[src/rtl/dmem_arbiter.sv]
// Two-port arbiter sharing one single-port data RAM between port A (CPU) and port B.
// Optional build macro DMEM_ARB_STATS_EN adds grant/conflict debug counters.
module dmem_arbiter #(
  parameter int ADDR_W       = 12,
  parameter int DATA_W       = 32,
  parameter int READ_LATENCY = 1,
  parameter int PRIORITY_A   = 1,
  parameter int MAX_WAIT     = 8
) (
  input  logic              clock,
  input  logic              anti_reset,
  input  logic              a_req,
  input  logic              a_we,
  input  logic [ADDR_W-1:0] a_addr,
  input  logic [DATA_W-1:0] a_wdata,
  input  logic              b_req,
  input  logic              b_we,
  input  logic [ADDR_W-1:0] b_addr,
  input  logic [DATA_W-1:0] b_wdata,
  output logic              a_gnt,
  output logic              b_gnt,
  output logic              a_rvalid,
  output logic              b_rvalid,
  output logic [DATA_W-1:0] a_rdata,
  output logic [DATA_W-1:0] b_rdata,
  output logic              ram_wEn,
  output logic [ADDR_W-1:0] ram_addr,
  output logic [DATA_W-1:0] ram_dataIn,
  input  logic [DATA_W-1:0] ram_dataOut
`ifdef DMEM_ARB_STATS_EN
  ,
  output logic [31:0]       stat_a_grants,
  output logic [31:0]       stat_b_grants,
  output logic [31:0]       stat_conflicts
`endif
);

  localparam int WAIT_W = $clog2(MAX_WAIT + 1);

  typedef enum logic {PORT_A = 1'b0, PORT_B = 1'b1} port_e;

  port_e                   r_last_gnt;
  logic [WAIT_W-1:0]       r_wait_cnt;
  logic [READ_LATENCY-1:0] r_tag_valid;
  logic [READ_LATENCY-1:0] r_tag_port;
  logic                    r_a_rvalid, r_b_rvalid;
  logic [DATA_W-1:0]       r_a_rdata, r_b_rdata;
  logic                    w_a_gnt, w_b_gnt, w_wait_full, w_rd_issue;
  logic                    w_exit_a, w_exit_b;

  assign w_wait_full = (r_wait_cnt == WAIT_W'(MAX_WAIT));

  // Grants are masked during reset so nothing reaches the RAM while it is held.
  // NOTE: every output of a combinational block gets a default first; otherwise a missed branch infers a latch.
  always_comb begin
    w_a_gnt = 1'b0;
    w_b_gnt = 1'b0;
    if (anti_reset) begin
      if (PRIORITY_A != 0) begin
        w_b_gnt = b_req & (~a_req | w_wait_full);
        w_a_gnt = a_req & ~w_b_gnt;
      end else if (a_req & b_req) begin
        w_a_gnt = (r_last_gnt == PORT_B);
        w_b_gnt = (r_last_gnt == PORT_A);
      end else begin
        w_a_gnt = a_req;
        w_b_gnt = b_req;
      end
    end
  end

  assign a_gnt = w_a_gnt;
  assign b_gnt = w_b_gnt;

  always_comb begin
    ram_wEn    = 1'b0;
    ram_addr   = '0;
    ram_dataIn = '0;
    if (w_a_gnt) begin
      ram_wEn    = a_we;
      ram_addr   = a_addr;
      ram_dataIn = a_wdata;
    end else if (w_b_gnt) begin
      ram_wEn    = b_we;
      ram_addr   = b_addr;
      ram_dataIn = b_wdata;
    end
  end

  // NOTE: sequential state uses non-blocking assignments so every register samples pre-edge values.
  always_ff @(posedge clock or negedge anti_reset) begin
    if (!anti_reset) begin
      r_last_gnt <= PORT_B;
      r_wait_cnt <= '0;
    end else begin
      if (w_a_gnt)      r_last_gnt <= PORT_A;
      else if (w_b_gnt) r_last_gnt <= PORT_B;

      if (PRIORITY_A == 0 || !b_req || w_b_gnt) r_wait_cnt <= '0;
      else if (!w_wait_full)                    r_wait_cnt <= r_wait_cnt + WAIT_W'(1);
    end
  end

  assign w_rd_issue = (w_a_gnt & ~a_we) | (w_b_gnt & ~b_we);
  assign w_exit_a   = r_tag_valid[READ_LATENCY-1] & ~r_tag_port[READ_LATENCY-1];
  assign w_exit_b   = r_tag_valid[READ_LATENCY-1] &  r_tag_port[READ_LATENCY-1];

  // NOTE: the tag pipe is control state and is reset so in-flight reads are dropped; the data regs only need a known value.
  always_ff @(posedge clock or negedge anti_reset) begin
    if (!anti_reset) begin
      r_tag_valid <= '0;
      r_tag_port  <= '0;
      r_a_rvalid  <= 1'b0;
      r_b_rvalid  <= 1'b0;
      r_a_rdata   <= '0;
      r_b_rdata   <= '0;
    end else begin
      r_tag_valid[0] <= w_rd_issue;
      r_tag_port[0]  <= w_b_gnt;
      for (int i = 1; i < READ_LATENCY; i++) begin
        r_tag_valid[i] <= r_tag_valid[i-1];
        r_tag_port[i]  <= r_tag_port[i-1];
      end
      r_a_rvalid <= w_exit_a;
      r_b_rvalid <= w_exit_b;
      if (w_exit_a) r_a_rdata <= ram_dataOut;
      if (w_exit_b) r_b_rdata <= ram_dataOut;
    end
  end

  assign a_rvalid = r_a_rvalid;
  assign b_rvalid = r_b_rvalid;
  assign a_rdata  = r_a_rdata;
  assign b_rdata  = r_b_rdata;

`ifdef DMEM_ARB_STATS_EN
  logic [31:0] r_stat_a, r_stat_b, r_stat_c;

  always_ff @(posedge clock or negedge anti_reset) begin
    if (!anti_reset) begin
      r_stat_a <= '0;
      r_stat_b <= '0;
      r_stat_c <= '0;
    end else begin
      if (w_a_gnt)       r_stat_a <= r_stat_a + 32'd1;
      if (w_b_gnt)       r_stat_b <= r_stat_b + 32'd1;
      if (a_req & b_req) r_stat_c <= r_stat_c + 32'd1;
    end
  end

  assign stat_a_grants  = r_stat_a;
  assign stat_b_grants  = r_stat_b;
  assign stat_conflicts = r_stat_c;
`endif

endmodule

[config.mk]
export PLATFORM = sky130hd
export DESIGN_NAME = dmem_arbiter
export DESIGN_NICKNAME = d
export VERILOG_FILES = /design/src/rtl/dmem_arbiter.sv
export SDC_FILE = /design/constraint.sdc
export NUM_CORES = 1
export LEC_CHECK = 0
export CAP_MARGIN = 20
export CORE_MARGIN = 2
export CORE_UTILIZATION = 34
export DETAILED_ROUTE_END_ITERATION = 10
export HOLD_SLACK_MARGIN = 0.03
export PLACE_DENSITY = 0.8
export SYNTH_ARGS = -nofsm -noshare
export SYNTH_HDL_FRONTEND = slang
export SYNTH_SLANG_ARGS = --single-unit
[constraint.sdc]
create_clock -name clock -period 2 [get_ports clock]
set_input_delay 0.4 -clock clock [delete_from_list [all_inputs] [get_ports clock]]
set_output_delay 0.4 -clock clock [all_outputs]
set_load 0.005 [all_outputs]
Word level (Yosys, flattened, before mapping)
Cells that the tools add are included.
- register bits after elaboration: 72
- $add $sub $neg: 1
- equal/unequal tests: 2
- mux-type cells: 10
- bitwise gates (word level): 13
- reduce and logical (&&, ||, !) cells: 2
- operators by type and width (operator ; count):
    $mux W32 ; 2
    $mux W12 ; 2
    $mux W4 ; 2
    $and A1 B1 Y1 ; 6
    $not A1 Y1 ; 5
    $add A4 B1 Y4 const B ; 1
    $eq A4 B4 Y1 const B ; 1
    $mux W1 ; 4
    $ne A2 B1 Y1 const B ; 1
    $or A1 B1 Y1 ; 2
    $logic_not A1 Y1 ; 1
    $logic_or A1 B1 Y1 ; 1

Longest topological paths before layout
Gate-level depths: netlist of run 1.
- depth in word-level cells: 8
- gate-level depth with buffers: 7
- gate-level depth less buffers: 5

Worst setup path after synthesis of run 1
OpenSTA, ideal clock, no wires.
- kind: register -> output
- from: reg r_wait_cnt[0]
- to: out ram_addr[10]
- arrival: 1.376 ns
- setup slack: 0.224 ns
- stages on the path, launching flop included: 8
- buffers on the path: 2
- cells stage by stage: dfrtp_1 inv_1 ha_1 and3b_4 a21oi_2 buf_6 buf_6 a22o_1
- cells in the longest elaborated chain, start to end: 7
- elaborated cells on any way between the ends: 9
- ends and longest elaborated chain (element ; RTL line ; RTL):
    start, declared ; 43 ; logic [WAIT_W-1:0] r_wait_cnt;
    start signal, assigned ; 100 ; else if (!w_wait_full) r_wait_cnt <= r_wait_cnt + WAIT_W'(1);
    $eq A4 B4 Y1 * ; 51 ; assign w_wait_full = (r_wait_cnt == WAIT_W'(MAX_WAIT));
    $or A1 B1 Y1 * ; 60 ; w_b_gnt = b_req & (~a_req | w_wait_full);
    $and A1 B1 Y1 * ; 60 ;
    $not A1 Y1 ; 61 ; w_a_gnt = a_req & ~w_b_gnt;
    $and A1 B1 Y1 ; 61 ;
    $mux W1 ; 58 ; if (anti_reset) begin
    $mux W12 * ; 79 ; if (w_a_gnt) begin
    end, declared ; 27 ; output logic [ADDR_W-1:0] ram_addr,
Every way passes the cells marked *; elsewhere a longest branch is shown, timed or not.

Final worst setup path of run 1
- from: reg r_wait_cnt[0]
- to: out ram_addr[9]
Same word-level chain as after synthesis.

==> results of run 1 <==
layout by cell type, fill, tap and decap left out, types with 4 or more instances in the layout:
cell type,n
buf_6,18
buf_4,13
buf_12,4
buf_2,46
buf_16,4
clkbuf_8,11
a22o_1,46
inv_1,5
mux2_2,65
dfrtp_1,72
clkdlybuf4s50_1,190
state kept, by name, indices dropped and copies added, names as in the netlist:
name	flops
a_rdata	32
a_rvalid	1
b_rdata	32
b_rvalid	1
r_tag_port	1
r_tag_valid	1
r_wait_cnt	4
per-stage QoR:
stage          area, um2    util  hold WS [ns]  setup WS (ns)  TNS (ns)
6_report            6160  0.6698        0.3576        -0.3151    -11.18
5_1_grt             6160  0.6698        0.4230        -0.4172    -15.65
4_1_cts             6208  0.6751        0.3582        -0.3455    -13.11
3_5_place_dp        5791  0.6297        0.4921        -0.5090    -21.15
3_3_place_gp        5791  0.6297        0.4850        -0.4524    -19.47
2_1_floorplan       3219       -        0.1044         0.2243         0
worst register-to-register path, delay by kind of cell, from the launching register on:
family                   cells  cell delay (ns)
buffers and inverters        5             0.57
AO/OA/AOI/OAI                2             0.25
adder cells (fa/ha/maj)      1             0.13
AND/OR/NAND/NOR              1             0.22
flip-flops                   1             0.39
repair_timing:
item / in CTS / in global routing
setup endpoints to repair: 47 / 47
hold endpoints to repair: 0 / 0
gates cloned: 9 / 1
pin swaps: 22 / 29
buffers inserted: 17 / 3
gates resized for setup: 222 / 5
per-layer routing:
metal / wire length (um) / global-route usage / vias up
met2: 6621 / 0.4437 / 166
li1: - / - / 1384
met3: 944 / 0.07729 / 26
met1: 4343 / 0.2457 / 1510
met5: 0 / 0 / -
met4: 513 / 0.1123 / 0
worst paths after layout:
| path | to | slack, ns | cells past startpoint |
|---|---|---|---|
| max reg2reg | r_tag_valid | 0.34 | 9 |
| min reg2reg | b_rdata[10] | 0.51 | 1 |
| max in group asynchronous | b_rdata[3] | 1.06 | 2 |
| min in group clock | b_rdata[10] | 0.51 | 1 |
| min | a_rdata[9] | 0.36 | 2 |
| max | ram_addr[9] | -0.32 | 9 |
layout make-up:
type	instances	share of cell area
clock buffer	12	0.02519
multi-input combinational	130	0.2125
sequential	72	0.2925
clock inverter	4	0.008328
timing repair buffer	278	0.4347
tap	111	0.02255
inverter	7	0.004266
cells by family (layout without fill, tap and decap cells):
logic type | after synthesis | after routing | synth area share
AND/OR/NAND/NOR | 11 | 11 | 0.02177
adder cells (fa/ha/maj) | 2 | 2 | 0.007772
XOR/XNOR | 3 | 3 | 0.008163
flip-flops | 72 | 72 | 0.5597
buffers and inverters | 24 | 301 | 0.04314
multiplexers | 65 | 65 | 0.2274
AO/OA/AOI/OAI | 49 | 49 | 0.1321
where the power goes:
group          total (mW)  internal, mW  leakage (nW)  switching [mW]
Clock                1.18         0.648         0.103           0.527
Combinational        1.59          1.12          1.82           0.472
Sequential           1.94          1.77         0.854           0.168
==> run_results.csv, run 1 <==
group,metric,value,unit
placement,io_buffer_count,238,
die,die_x,101.3,um
clock_network,clkTransAtPathRegs,0.07,ns
logic_synthesis,seq_area_frac_synth,0.5597,
routing,vias,3086,
routing,wire_per_inst,20.23,um
global_routing,grt.total_usage,0.2406,
routing,postRouteAntennaNets,0,
setup_path,worstPathBufferInverterCount,5,
placement,dp_cells,573,
global_routing,grt_max_degree,74,
setup_path,r2r-start,"r_wait_cnt[0]",
pwr,finalPower,4.703,mW
timing,setup_slack,-0.3151,ns
logic_synthesis,synth-seq-cells,72,
die,core,9196,um2
clock_network,cts_tree,"done",
global_routing,gr-total-overflow,0,
timing,setup_viol,47,
die,dieHeight,101.3,um
setup_path,crit_path_end_kind,"output pin",
logic_synthesis,synth_cell_types,19,
setup_path,crit_start,"r_wait_cnt[0]",
setup_path,crit_slowest_cell,"dfrtp_1",
timing,slew-limit-headroom,0.4023,
pwr,power_density,763.5,nW/um2
routing,drcViolationCount,0,
routing,vias_per_cell,5.026,
layout,antenna_cells,0,
clock_network,clock-sinks,72,
logic_synthesis,synthCells,226,
timing,worst_pin_slew,0.8966,ns
timing,fmax,431.9,MHz
logic_synthesis,synth_common_cells,"dfrtp_1, mux2_2, a22o_1, buf_2, inv_1",
logic_synthesis,ys.flop_type,"dfrtp_1",
layout,register_area,1802,um2
setup_path,cp_slowest_stage_delay,0.39,ns
global_routing,grt_pass1_vias,3378,
timing,fin_crit_sh,1.158,
logic_synthesis,synth_edf_count,0,
die,start_util,0.3501,
layout,fin_nets,626,
placement,place.gp.congestion,0.8234,
routing,routed_wl,12420,um
logic_synthesis,synthMostInstantiatedCell,"dfrtp_1",
layout,stdcell_count,614,
logic_synthesis,ys_warn_count,0,
setup_path,path_max_fanout,7,
setup_path,worstSetupPathType,"flip-flop to output pin",
logic_synthesis,synth_top_area_cell,"dfrtp_1",
timing,maxSlewViolCount,0,
setup_path,cpMostUsedCell,"buf_6",
setup_path,critPathArrivalTime,1.92,ns
timing,finalHoldViolCount,0,
clock_network,insertion_delay,0.33,ns
layout,multi_input_area,1309,um2
setup_path,critPathLaunchType,"flip-flop",
placement,place.detailed.hpwl,8952,um
clock_network,cts_buffers,9,
setup_path,crit_family,"buffers and inverters",
layout,areaGrowthSynthToFinish,91.33,%
logic_synthesis,yosys.area.top_type_share,0.5597,
setup_path,required,1.60,ns
run_status,outcome,"finished with violations",
die,dieArea,10260,um2
clock_network,cts_root_buffer,"clkbuf_8",
global_routing,grt_pass1_wl,18400,um
die,rows,35,
logic_synthesis,avgSynthCellArea,14.24,um2
pwr,vdd_drop_max,328.1,uV
worst_hold_path,worstHoldPathType,"input port to asynchronous set/reset pin",
job,cap_violations,0,
pwr,power_leakage,2.775,nW
clock_network,hold_buffers,0,
clock_network,cts_htree_levels,3,
layout,final_layout_size_suffix_gt1_frac,0.3479,
clock_network,cts_buffer_depth,2,
logic_synthesis,synth.area.top_cells,"dfrtp_1, mux2_2, a22o_1",
layout,nFillCells,718,
timing,rsz0062_at_grt,"true",
run_status,violations,"setup timing",
routing,first_pass_iters,6,
die,pin_count,239,
global_routing,antenna_found_initial,0,
setup_path,path_cells,"inv_2 > ha_4 > and3b_4 > a21oi_4 > buf_6 > buf_6 > buf_6 > a22o_1 > buf_2",
timing,fin_skew,0.009150,ns
routing,drt_iter0_markers,55,
logic_synthesis,syn_area,3219,um2
timing,period_needed,2.315,ns
logic_synthesis,async_reset_ff_frac,1.000,
logic_synthesis,syn-num-nets,354,
Power figures use the tool's default switching activity.
==> run 2, diff against run 1 <==
--- a/config.mk
+++ b/config.mk
@@ -5,7 +5,7 @@
 export SDC_FILE = /design/constraint.sdc
 export NUM_CORES = 1
 export LEC_CHECK = 0
-export CAP_MARGIN = 20
+export CAP_MARGIN = 25
 export CORE_MARGIN = 2
 export CORE_UTILIZATION = 34
 export DETAILED_ROUTE_END_ITERATION = 10
==> constraint.sdc (replaced) <==
create_clock -name clock -period 2 [get_ports clock]
set_input_delay 0.4 -clock clock [delete_from_list [all_inputs] [get_ports clock]]
set_output_delay 0.4 -clock clock [all_outputs]
set_load 0.02 [all_outputs]
==> run_results.csv, run 2 (synthesis gave the netlist of run 1 again) <==
group,metric,value,unit
layout,mostFrequentLayoutCell,"clkdlybuf4s50_1",
layout,layout_common_cells,"clkdlybuf4s50_1, dfrtp_1, mux2_2",
worst_hold_path,worstHoldPathType,"input port to asynchronous set/reset pin",
pwr,vdd_drop_max,367.3,uV
clock_network,clkTransAtPathRegs,0.08,ns
setup_path,crit_family,"buffers and inverters",
timing,setup_slack,-0.3164,ns
pwr,power_frac_seq,0.365,
clock_network,cts_htree_levels,3,
die,dieArea,10260,um2
clock_network,cts_buffer_depth,2,
routing,drt_iter0_markers,60,
global_routing,grt.total_usage,0.2276,
clock_network,insertion_delay,0.34,ns
routing,drcViolationCount,0,
timing,finalHoldViolCount,0,
layout,fin_nets,612,
routing,routed_wl,11670,um
die,dieHeight,101.3,um
die,pin_count,239,
clock_network,cts_tree,"done",
setup_path,crit_slowest_cell,"dfrtp_1",
setup_path,path_max_fanout,13,
timing,period_needed,2.316,ns
setup_path,worstPathBufferInverterCount,4,
clock_network,clock-sinks,72,
global_routing,grt_max_degree,74,
pwr,internal_power,3.709,mW
pwr,swShare,0.2991,
timing,worst_pin_slew,0.9087,ns
setup_path,crit_path_end_kind,"output pin",
global_routing,antenna_found_initial,0,
pwr,p_switching,1.583,mW
pwr,p_clk_frac,0.245,
run_status,outcome,"finished with violations",
layout,final_layout_size_suffix_gt1_frac,0.3292,
routing,wire_per_inst,19.46,um
layout,antenna_cells,0,
placement,io_buffer_count,238,
global_routing,grt_pass1_wl,17310,um
die,die_x,101.3,um
setup_path,critPathArrivalTime,1.92,ns
timing,fin_skew,0.008885,ns
routing,vias,2993,
routing,vias_per_cell,4.988,
placement,place.detailed.hpwl,8915,um
setup_path,path_cells,"inv_1 > ha_2 > nand3b_1 > a21oi_4 > buf_12 > buf_12 > a22o_1 > buf_6",
placement,place.gp.congestion,0.8667,
global_routing,grt_pass1_vias,3230,
setup_path,critPathLaunchType,"flip-flop",
pwr,power_leakage,2.757,nW
setup_path,cp_slowest_stage_delay,0.38,ns
clock_network,cts_root_buffer,"clkbuf_8",
timing,rsz0062_at_grt,"true",
timing,maxSlewViolCount,0,
layout,areaGrowthSynthToFinish,95.88,%
die,start_util,0.3501,
layout,utilization,0.6857,
pwr,power_density,839.3,nW/um2
timing,fin_crit_sh,1.158,
routing,postRouteAntennaNets,0,
global_routing,gr-total-overflow,0,
setup_path,required,1.60,ns
die,rows,35,
run_status,violations,"setup timing",
job,cap_violations,0,
timing,fmax,431.7,MHz
die,core,9196,um2
setup_path,worstSetupPathType,"flip-flop to output pin",
clock_network,cts_buffers,9,
layout,stdcell_count,600,
placement,dp_cells,575,
setup_path,cpMostUsedCell,"buf_12",
timing,slew-limit-headroom,0.3942,
pwr,power_frac_comb,0.390,
clock_network,hold_buffers,0,
timing,setup_viol,47,
routing,first_pass_iters,4,
[run 2: layer usage]
layer | global-route usage | vias up | routed length, um
li1 | - | 1359 | -
met1 | 0.2307 | 1461 | 4008
met2 | 0.4310 | 151 | 6452
met3 | 0.06487 | 22 | 840
met4 | 0.09979 | 0 | 372
met5 | 0 | - | 0
[run 2: layout make-up]
type,count,area [um2]
multi-input cells,130,1308
inverters,7,26.28
well taps,111,138.9
fillers,686,2890
flip-flops and latches,72,1802
repair buffers,264,2801
clock buffers,11,151.4
clock inverters,5,78.83
[run 2: metrics by stage]
| step | TNS (ns) | instance area (um2) | hold WS [ns] | setup slack, ns | power, mW |
|---|---|---|---|---|---|
| final | -13.03 | 6306 | 0.3585 | -0.3164 | 5.293 |
| after global routing | -18.38 | 6306 | 0.4344 | -0.4299 | 5.548 |
| after CTS | -12.58 | 6301 | 0.3851 | -0.3067 | 5.347 |
| after detailed placement | -24.68 | 5816 | 0.4919 | -0.5802 | 3.968 |
| after global placement | -23.91 | 5816 | 0.4859 | -0.5660 | 3.920 |
| after floorplan | 0 | 3219 | 0.1044 | 0.09948 | 2.801 |
[run 2: repair_timing]
item                       in CTS  in global routing
cloned                          4                  0
setup buffers                   5                  1
pin swaps                       8                 31
setup endpoints to repair      47                 47
gates resized for setup       285                  7
[run 2: worst paths after layout]
kind,from,end,slack (ns),cells after the start
worst min register to register,b_rdata[18],b_rdata[18],0.51,1
min in group clock,b_rdata[18],b_rdata[18],0.51,1
max in group asynchronous,anti_reset,r_wait_cnt[3],1.04,2
worst max register to register,r_wait_cnt[0],r_wait_cnt[1],0.44,6
worst min-delay path,anti_reset,b_rdata[9],0.36,2
worst max-delay path,r_wait_cnt[0],ram_addr[7],-0.32,8
[run 2: power groups by stage]
stage | logic (mW) | clock network, mW | registers, mW
after floorplan | 0.468 | 0 | 2.33
final | 2.07 | 1.30 | 1.93
after global routing | 2.18 | 1.40 | 1.97
after detailed placement | 2.01 | 0 | 1.96
after CTS | 2.08 | 1.33 | 1.93
after global placement | 1.98 | 0 | 1.94
